<file path="config.mk">
export PLATFORM = sky130hd
export DESIGN_NAME = pipe_addsub
export DESIGN_NICKNAME = d
export VERILOG_FILES = /design/src/rtl/pipe_addsub.sv
export SDC_FILE = /design/constraint.sdc
export NUM_CORES = 1
export LEC_CHECK = 0
export ABC_AREA = 1
export BUFFER_PORTS_ARGS = -buffer_cell sky130_fd_sc_hd__buf_4
export CAP_MARGIN = 20
export CELL_PAD_IN_SITES_DETAIL_PLACEMENT = 1
export CELL_PAD_IN_SITES_GLOBAL_PLACEMENT = 1
export CORE_MARGIN = 2
export CORE_UTILIZATION = 25
export DETAILED_ROUTE_END_ITERATION = 8
export HOLD_SLACK_MARGIN = 0.15
export MAX_ROUTING_LAYER = met4
export PLACE_DENSITY_LB_ADDON = 0.1
export SLEW_MARGIN = 5
export SYNTH_ARGS = -nofsm -noshare
export SYNTH_HDL_FRONTEND = slang
export SYNTH_SLANG_ARGS = --single-unit
</file>
<file path="constraint.sdc">
create_clock -name clk -period 13.1 [get_ports clk]
set_clock_uncertainty 0.2 [all_clocks]
set_input_delay 2.62 -clock clk [delete_from_list [all_inputs] [get_ports clk]]
set_output_delay 2.62 -clock clk [all_outputs]
set_load 0.05 [all_outputs]
</file>
<file path="src/rtl/pipe_addsub.sv">
// pipe_addsub: WIDTH-bit add/subtract with carry-in, carry chain split into STAGES registered segments, valid/ready handshake
// Ports: clk, rst_n (sync active-low); in_valid/in_ready, a, b, cin, sub (input beat);
//        out_valid/out_ready, s, cout, ovf, zero (result beat).
// Optional: define ADDSUB_SAT_EN to clamp s to the signed extreme on overflow.
module pipe_addsub #(
  parameter int WIDTH  = 32,
  parameter int STAGES = 4
) (
  input  logic             clk,
  input  logic             rst_n,
  input  logic             in_valid,
  output logic             in_ready,
  input  logic [WIDTH-1:0] a,
  input  logic [WIDTH-1:0] b,
  input  logic             cin,
  input  logic             sub,
  output logic             out_valid,
  input  logic             out_ready,
  output logic [WIDTH-1:0] s,
  output logic             cout,
  output logic             ovf,
  output logic             zero
);
  localparam int SEG = WIDTH / STAGES;
  logic [WIDTH-1:0] bb;
  logic c0, en;
  assign bb = sub ? ~b : b;
  assign c0 = sub ? ~cin : cin;
  // Global stall: every stage advances only when the output slot is free or being taken.
  assign en = ~out_valid | out_ready;
  assign in_ready = en;
  for (genvar k = 0; k < STAGES; k++) begin : g_stage
    logic [WIDTH-1:0] ai, bi, si, sn;
    logic ci, vi;
    logic [SEG:0] ps;
    if (k == 0) begin : g_in
      assign ai = a;
      assign bi = bb;
      assign si = '0;
      assign ci = c0;
      assign vi = in_valid;
    end else begin : g_chain
      assign ai = g_stage[k-1].g_mid.ar;
      assign bi = g_stage[k-1].g_mid.br;
      assign si = g_stage[k-1].g_mid.sr;
      assign ci = g_stage[k-1].g_mid.cr;
      assign vi = g_stage[k-1].g_mid.vr;
    end
    assign ps = {1'b0, ai[k*SEG +: SEG]} + {1'b0, bi[k*SEG +: SEG]} + {{SEG{1'b0}}, ci};
    always_comb begin
      sn = si;
      sn[k*SEG +: SEG] = ps[SEG-1:0];
    end
    if (k < STAGES - 1) begin : g_mid
      // Full operands ride along so later segments find their slices aligned in time.
      logic [WIDTH-1:0] ar, br, sr;
      logic cr, vr;
      always_ff @(posedge clk) begin
        if (!rst_n) vr <= 1'b0;
        else if (en) begin
          ar <= ai;
          br <= bi;
          sr <= sn;
          cr <= ps[SEG];
          vr <= vi;
        end
      end
    end else begin : g_last
      logic ov;
      logic [WIDTH-1:0] fs;
      logic unused_ops;
      assign ov = (ai[WIDTH-1] == bi[WIDTH-1]) & (sn[WIDTH-1] != ai[WIDTH-1]);
`ifdef ADDSUB_SAT_EN
      assign fs = ov ? {ai[WIDTH-1], {(WIDTH-1){~ai[WIDTH-1]}}} : sn;
`else
      assign fs = sn;
`endif
      // Only the top slice and sign bits of the skewed operands matter here.
      assign unused_ops = ^{ai, bi};
      always_ff @(posedge clk) begin
        if (!rst_n) begin
          out_valid <= 1'b0;
          s         <= '0;
          cout      <= 1'b0;
          ovf       <= 1'b0;
          zero      <= 1'b0;
        end else if (en) begin
          out_valid <= vi;
          s         <= fs;
          cout      <= ps[SEG];
          ovf       <= ov;
          zero      <= ~|fs;
        end
      end
    end
  end
endmodule

</file>
# Word level (Yosys, flattened, before mapping)
# Index checks and enable logic that the tools add are counted.
totals:
  mem_bits_rw: 0
  inputBits: 70
  memories: 0
  ff_bits: 282
  rom_bits: 0
  latch_bits: 0
  out_inout_bits: 37
classes:
  n_mul: 0
  n_shift: 0
  n_div: 0
  add_sub_neg: 8
  bitwise_logic: 5
  reduce_logical: 3
  magnitude_cmp: 0
  mux: 2
  n_eq_ne: 2
op_table:
  columns: ["cell", "count"]
  rows:
  - ["adder 8 x 8 -> 9 bit", 4]
  - ["adder 9 x 1 -> 9 bit", 4]
  - ["two-way mux 32 bit", 1]
  - ["NOT 32 bit", 1]
  - ["OR reduction 32 bit", 1]
  - ["NOT 1 bit", 2]
  - ["AND reduction 2 bit", 1]
  - ["AND 1 bit", 1]
  - ["equality test 1 bit", 1]
  - ["logical NOT 1 bit", 1]
  - ["two-way mux 1 bit", 1]
  - ["!= test 1 bit", 1]
  - ["OR 1 bit", 1]

# Depth between registers and ports, before layout
depth:
  word_depth: 4
  mapped_depth: 13
  mapped_depth_nobuf: 12

# Least setup slack after synthesis
# OpenSTA, ideal clock, no wires.
synth_path:
  path_type: "in2reg"
  from: "input port out_ready"
  to: "register g_stage[0].g_mid.ar[10], enable pin"
  setup_slack_ns: 3.156
  setup_ns: 0.658
  n_path_buf: 0
  required_time_ns: 12.242
  cell_stages: 4
  arrival_time_ns: 9.086
  cell_sequence: "inv_1 nand2_2 clkinv_1 nor2_1"
synth_between:
  elab_chain_len: 2
synth_rtl:
  columns: ["element", "line", "text"]
  rows:
  - ["start: declaration", "18", "input logic out_ready,"]
  - ["OR 1 bit", "30", "assign en = ~out_valid | out_ready;"]
  - ["AND reduction 2 bit (no line)", null, null]
  - ["end signal: assignment", "61", "ar <= ai;"]
  - ["end: declaration", "56", "logic [WIDTH-1:0] ar, br, sr;"]
# Every way passes these cells.
# A chain may end at the register's enable or synchronous reset.

# Worst setup path in the final report
layout_path:
  from: "input port out_ready"
  to: "output port in_ready"
layout_between:
  elab_chain_len: 1
layout_rtl:
  columns: ["element", "line", "text"]
  rows:
  - ["OR 1 bit", "30", null]
  - ["end: declaration", "12", "output logic in_ready,"]
# Every way passes these cells.

==> Flow_metrics.wiki <==
{| class="wikitable"
! Metric !! Value
|-
| Detail Route Antenna Nets || 0
|-
| Proportion of register bits with asynchronous set or reset after synthesis || 0%
|-
| Compound-cell area share of the yosys netlist || 5.869%
|-
| Final non-filler cell total || 1084
|-
| Instance area after placement || 8713 um^2
|-
| Level count of the clock H-tree || 4
|-
| Cell type with the highest occurrence count on the critical path || buf_4
|-
| Number of gates resized after cts || 0
|-
| Reported max-cap violation count || 0
|-
| Mean instance size in the synthesized netlist || 13.14 um^2
|-
| Fraction of layout cells with a size suffix above 1 || 20.89%
|-
| Weighted congestion reported at the end of routability-driven placement || 0.7391
|-
| Worst relative slew slack || 33.86%
|-
| Router iterations before antenna repair || 4
|-
| Crit-path cells || buf_4 -> inv_1 -> nand2_2 -> buf_4 -> buf_4
|-
| Largest net degree at the start of global routing || 79
|-
| Delay of the slowest cell on the worst path || 0.42 ns
|-
| Req. time, crit path || 10.28 ns
|-
| Dominant register cell in the synthesized netlist || edfxtp_1
|-
| Final Instance Area || 9320 um^2
|-
| FP Rows || 63
|-
| Distinct cell type count of the synthesized netlist || 24
|-
| Initial Util || 25.31%
|-
| Setup repair after global routing missed its margin || no
|-
| Final Routed Wirelength || 15.29 mm
|-
| Flip-flop and latch count after synthesis || 186
|-
| CTS buffer count || 17
|-
| Post-layout minimum cycle time || 6.348 ns
|-
| Final routed DRC violation total || 0
|-
| Detailed Route Iter0 Violations || 249
|-
| Nets in the synthesized netlist || 674
|-
| Cell chosen for the clock root || clkbuf_16
|-
| # hold bufs at CTS || 0
|-
| Port Buffer Count || 106
|-
| Slew of the pin with the lowest slew margin || 0.9920 ns
|-
| Top-count cell post-synth || edfxtp_1
|-
| Power Dens Cells || 156.2 nW/um^2
|-
| Fin. max-slew vios || 0
|-
| Layout Nets || 787
|-
| Final hold viol count || 0
|-
| Total grt overflow || 0
|-
| Dominant combinational cell family by area after synthesis || simple AND/OR/NAND/NOR gates
|-
| Yosys warning total || 0
|-
| Number of top-level pins || 107
|-
| Library cell occupying the most area in the post-synthesis netlist || edfxtp_1
|-
| Mux share of post-synthesis cell area || 0%
|-
| Maximum buffer depth of the clock tree || 2
|-
| Number of enable flip-flop cells after synthesis || 147
|-
| Vias in the first global route || 4721
|-
| Number of sinks driven by the clock tree || 186
|-
| Maximum VDD drop || 0.08692 mV
|-
| Top cells by count, synth || edfxtp_1 (147), inv_1 (56), nand2_1 (56), nor2_1 (55), xor2_1 (48)
|-
| Number of buffers inserted by post-CTS setup repair || 0
|-
| Portion of synthesized cell area occupied by the leading cell type || 59.15%
|-
| Leakage || 0.003825 uW
|-
| Sequential fraction of the synthesis area || 69.62%
|-
| Simple-gate area share of the yosys netlist || 7.981%
|-
| Die Area || 31250 um^2
|-
| Number of instances in the synthesized netlist || 568
|-
| Wire length of the first global-routing pass || 24.41 mm
|-
| Number of antenna violations at the first check in global routing || 0
|-
| Number of instances in the placed design || 1052
|-
| Fmax || 157.5 MHz
|-
| Finish-stage setup viols || 0
|-
| Area delta synth->final || 24.90%
|-
| Critical path arrival || 3.53 ns
|-
| Floorplan core area || 29480 um^2
|-
| Portion of the clock cycle consumed by the worst path in the final layout || 48.46%
|-
| CP max-delay cell || buf_4
|-
| Worst setup EP type || output pin
|-
| Post-detailed-route via-to-cell ratio || 4.029
|-
| Clock tree from TritonCTS || done
|-
| All-Layer GR Usage || 10.51%
|-
| Clock latency on the worst-skew pair || 0.42 ns
|-
| Worst Hold Class || reg -> reg
|-
| Nature of the critical path startpoint || input port
|-
| Diodes inserted || 0
|-
| Post-Syn Area || 7462 um^2
|-
| Clock-pin transition on the worst setup and hold timing paths || 0.08 ns
|-
| Overall die width || 176.8 um
|-
| Routed length per instance || 14.10 um
|-
| Critical path class || in -> out
|-
| Dominant cells by area after synthesis || edfxtp_1 (59%), dfxtp_1 (10%), xor2_1 (5.6%), ha_1 (4.7%), inv_1 (2.8%)
|-
| Vertical die dimension || 176.8 um
|-
| Placed wire-length estimate || 10.67 mm
|-
| Status || finished clean
|-
| Final sum of negative setup slack || 0 ns
|-
| Area share of fa/ha/maj cells after synthesis || 6.841%
|-
| Detailed-route via count || 4367
|-
| Fraction of synthesized cell area in xor and xnor cells || 5.986%
|-
| Number of filler instances in the final layout || 3198
|-
| Highest net fanout along the worst path || 53
|}
[registers in the layout, summed over array words and instances (netlist names)]
signal,count
cout,1
g_stage.g_mid.ar,48
g_stage.g_mid.sr,48
ovf,1
out_valid,1
g_stage.g_mid.vr,3
zero,1
s,32
g_stage.g_mid.br,48
g_stage.g_mid.cr,3
[worst max-delay path, delay by kind of cell]
kind                   cells  cell delay (ns)
AND/OR/NAND/NOR            1             0.04
buffers and inverters      4             0.83
[area by class of cell]
class                           count  area, um^2  area share [%]
Timing Repair Buffer              109       818.3           8.780
Sequential cell                   186        5195           55.74
Tap cell                          390       488.0           5.236
Clock buffer                       22       506.7           5.437
Multi-Input combinational cell    310        1998           21.44
Clock inverter                     10       100.1           1.074
Inverter                           57       214.0           2.296
[worst paths after layout]
check | from | endpoint | cells after the start | slack [ns]
max | out_ready | in_ready | 5 | 6.75
min | g_stage[1].g_mid.ar[31] | g_stage[2].g_mid.ar[31] | 0 | 0.21
max reg2reg | out_valid | g_stage[0].g_mid.sr[5] | 5 | 9.75
min reg2reg | g_stage[1].g_mid.ar[31] | g_stage[2].g_mid.ar[31] | 0 | 0.21
[placed cells by master (no fill, tap or decap), types with 8 or more instances in the layout]
cell type and count:
nand4_1 9, inv_1 56, nand2_1 56, dfxtp_1 39, ha_1 28, o211ai_1 8, o21ai_0 34, buf_4 109
edfxtp_1 147, a21oi_1 37, xor2_1 48, clkbuf_16 19, nor2_1 54, nand3_1 14, fa_1 8
[routing by layer]
| layer | part of all wire, % | global-route usage [%] | vias up |
|---|---|---|---|
| met5 | 0 | - | - |
| met4 | 1.5 | 3.375 | 0 |
| met3 | 5.7 | 3.716 | 11 |
| met2 | 49 | 17.06 | 81 |
| met1 | 44 | 12.16 | 2094 |
| li1 | - | - | 2181 |
[stage by stage]
stage                     worst slack [ns]  hold WS (ns)  total power, uW  util, %
after floorplan                      3.156        0.2003            874.4        -
after global routing                 6.683        0.2171             1528    31.61
after detailed placement             6.751        0.2061            947.4    29.56
after CTS                            6.750        0.2174             1483    31.61
after global placement               6.771        0.2026            943.2    29.56
final                                6.752        0.2135             1456    31.61
[power by group]
part / internal [uW] / total [uW] / leakage [uW] / switching, uW
sequential: 707 / 729 / 0.00176 / 21.4
clock: 299 / 528 / 0.000306 / 229
combinational: 71.9 / 199 / 0.00176 / 127
total: 1080 / 1460 / 0.00382 / 377
[cell families after synthesis]
logic type	after synthesis
AOI/OAI and AO/OA	82
adders and majority gates	36
xor gates and xnor gates	51
and+or+nand+nor	141
DFF	186
buffers and inverters	72
(Power assumes the default switching activity.)
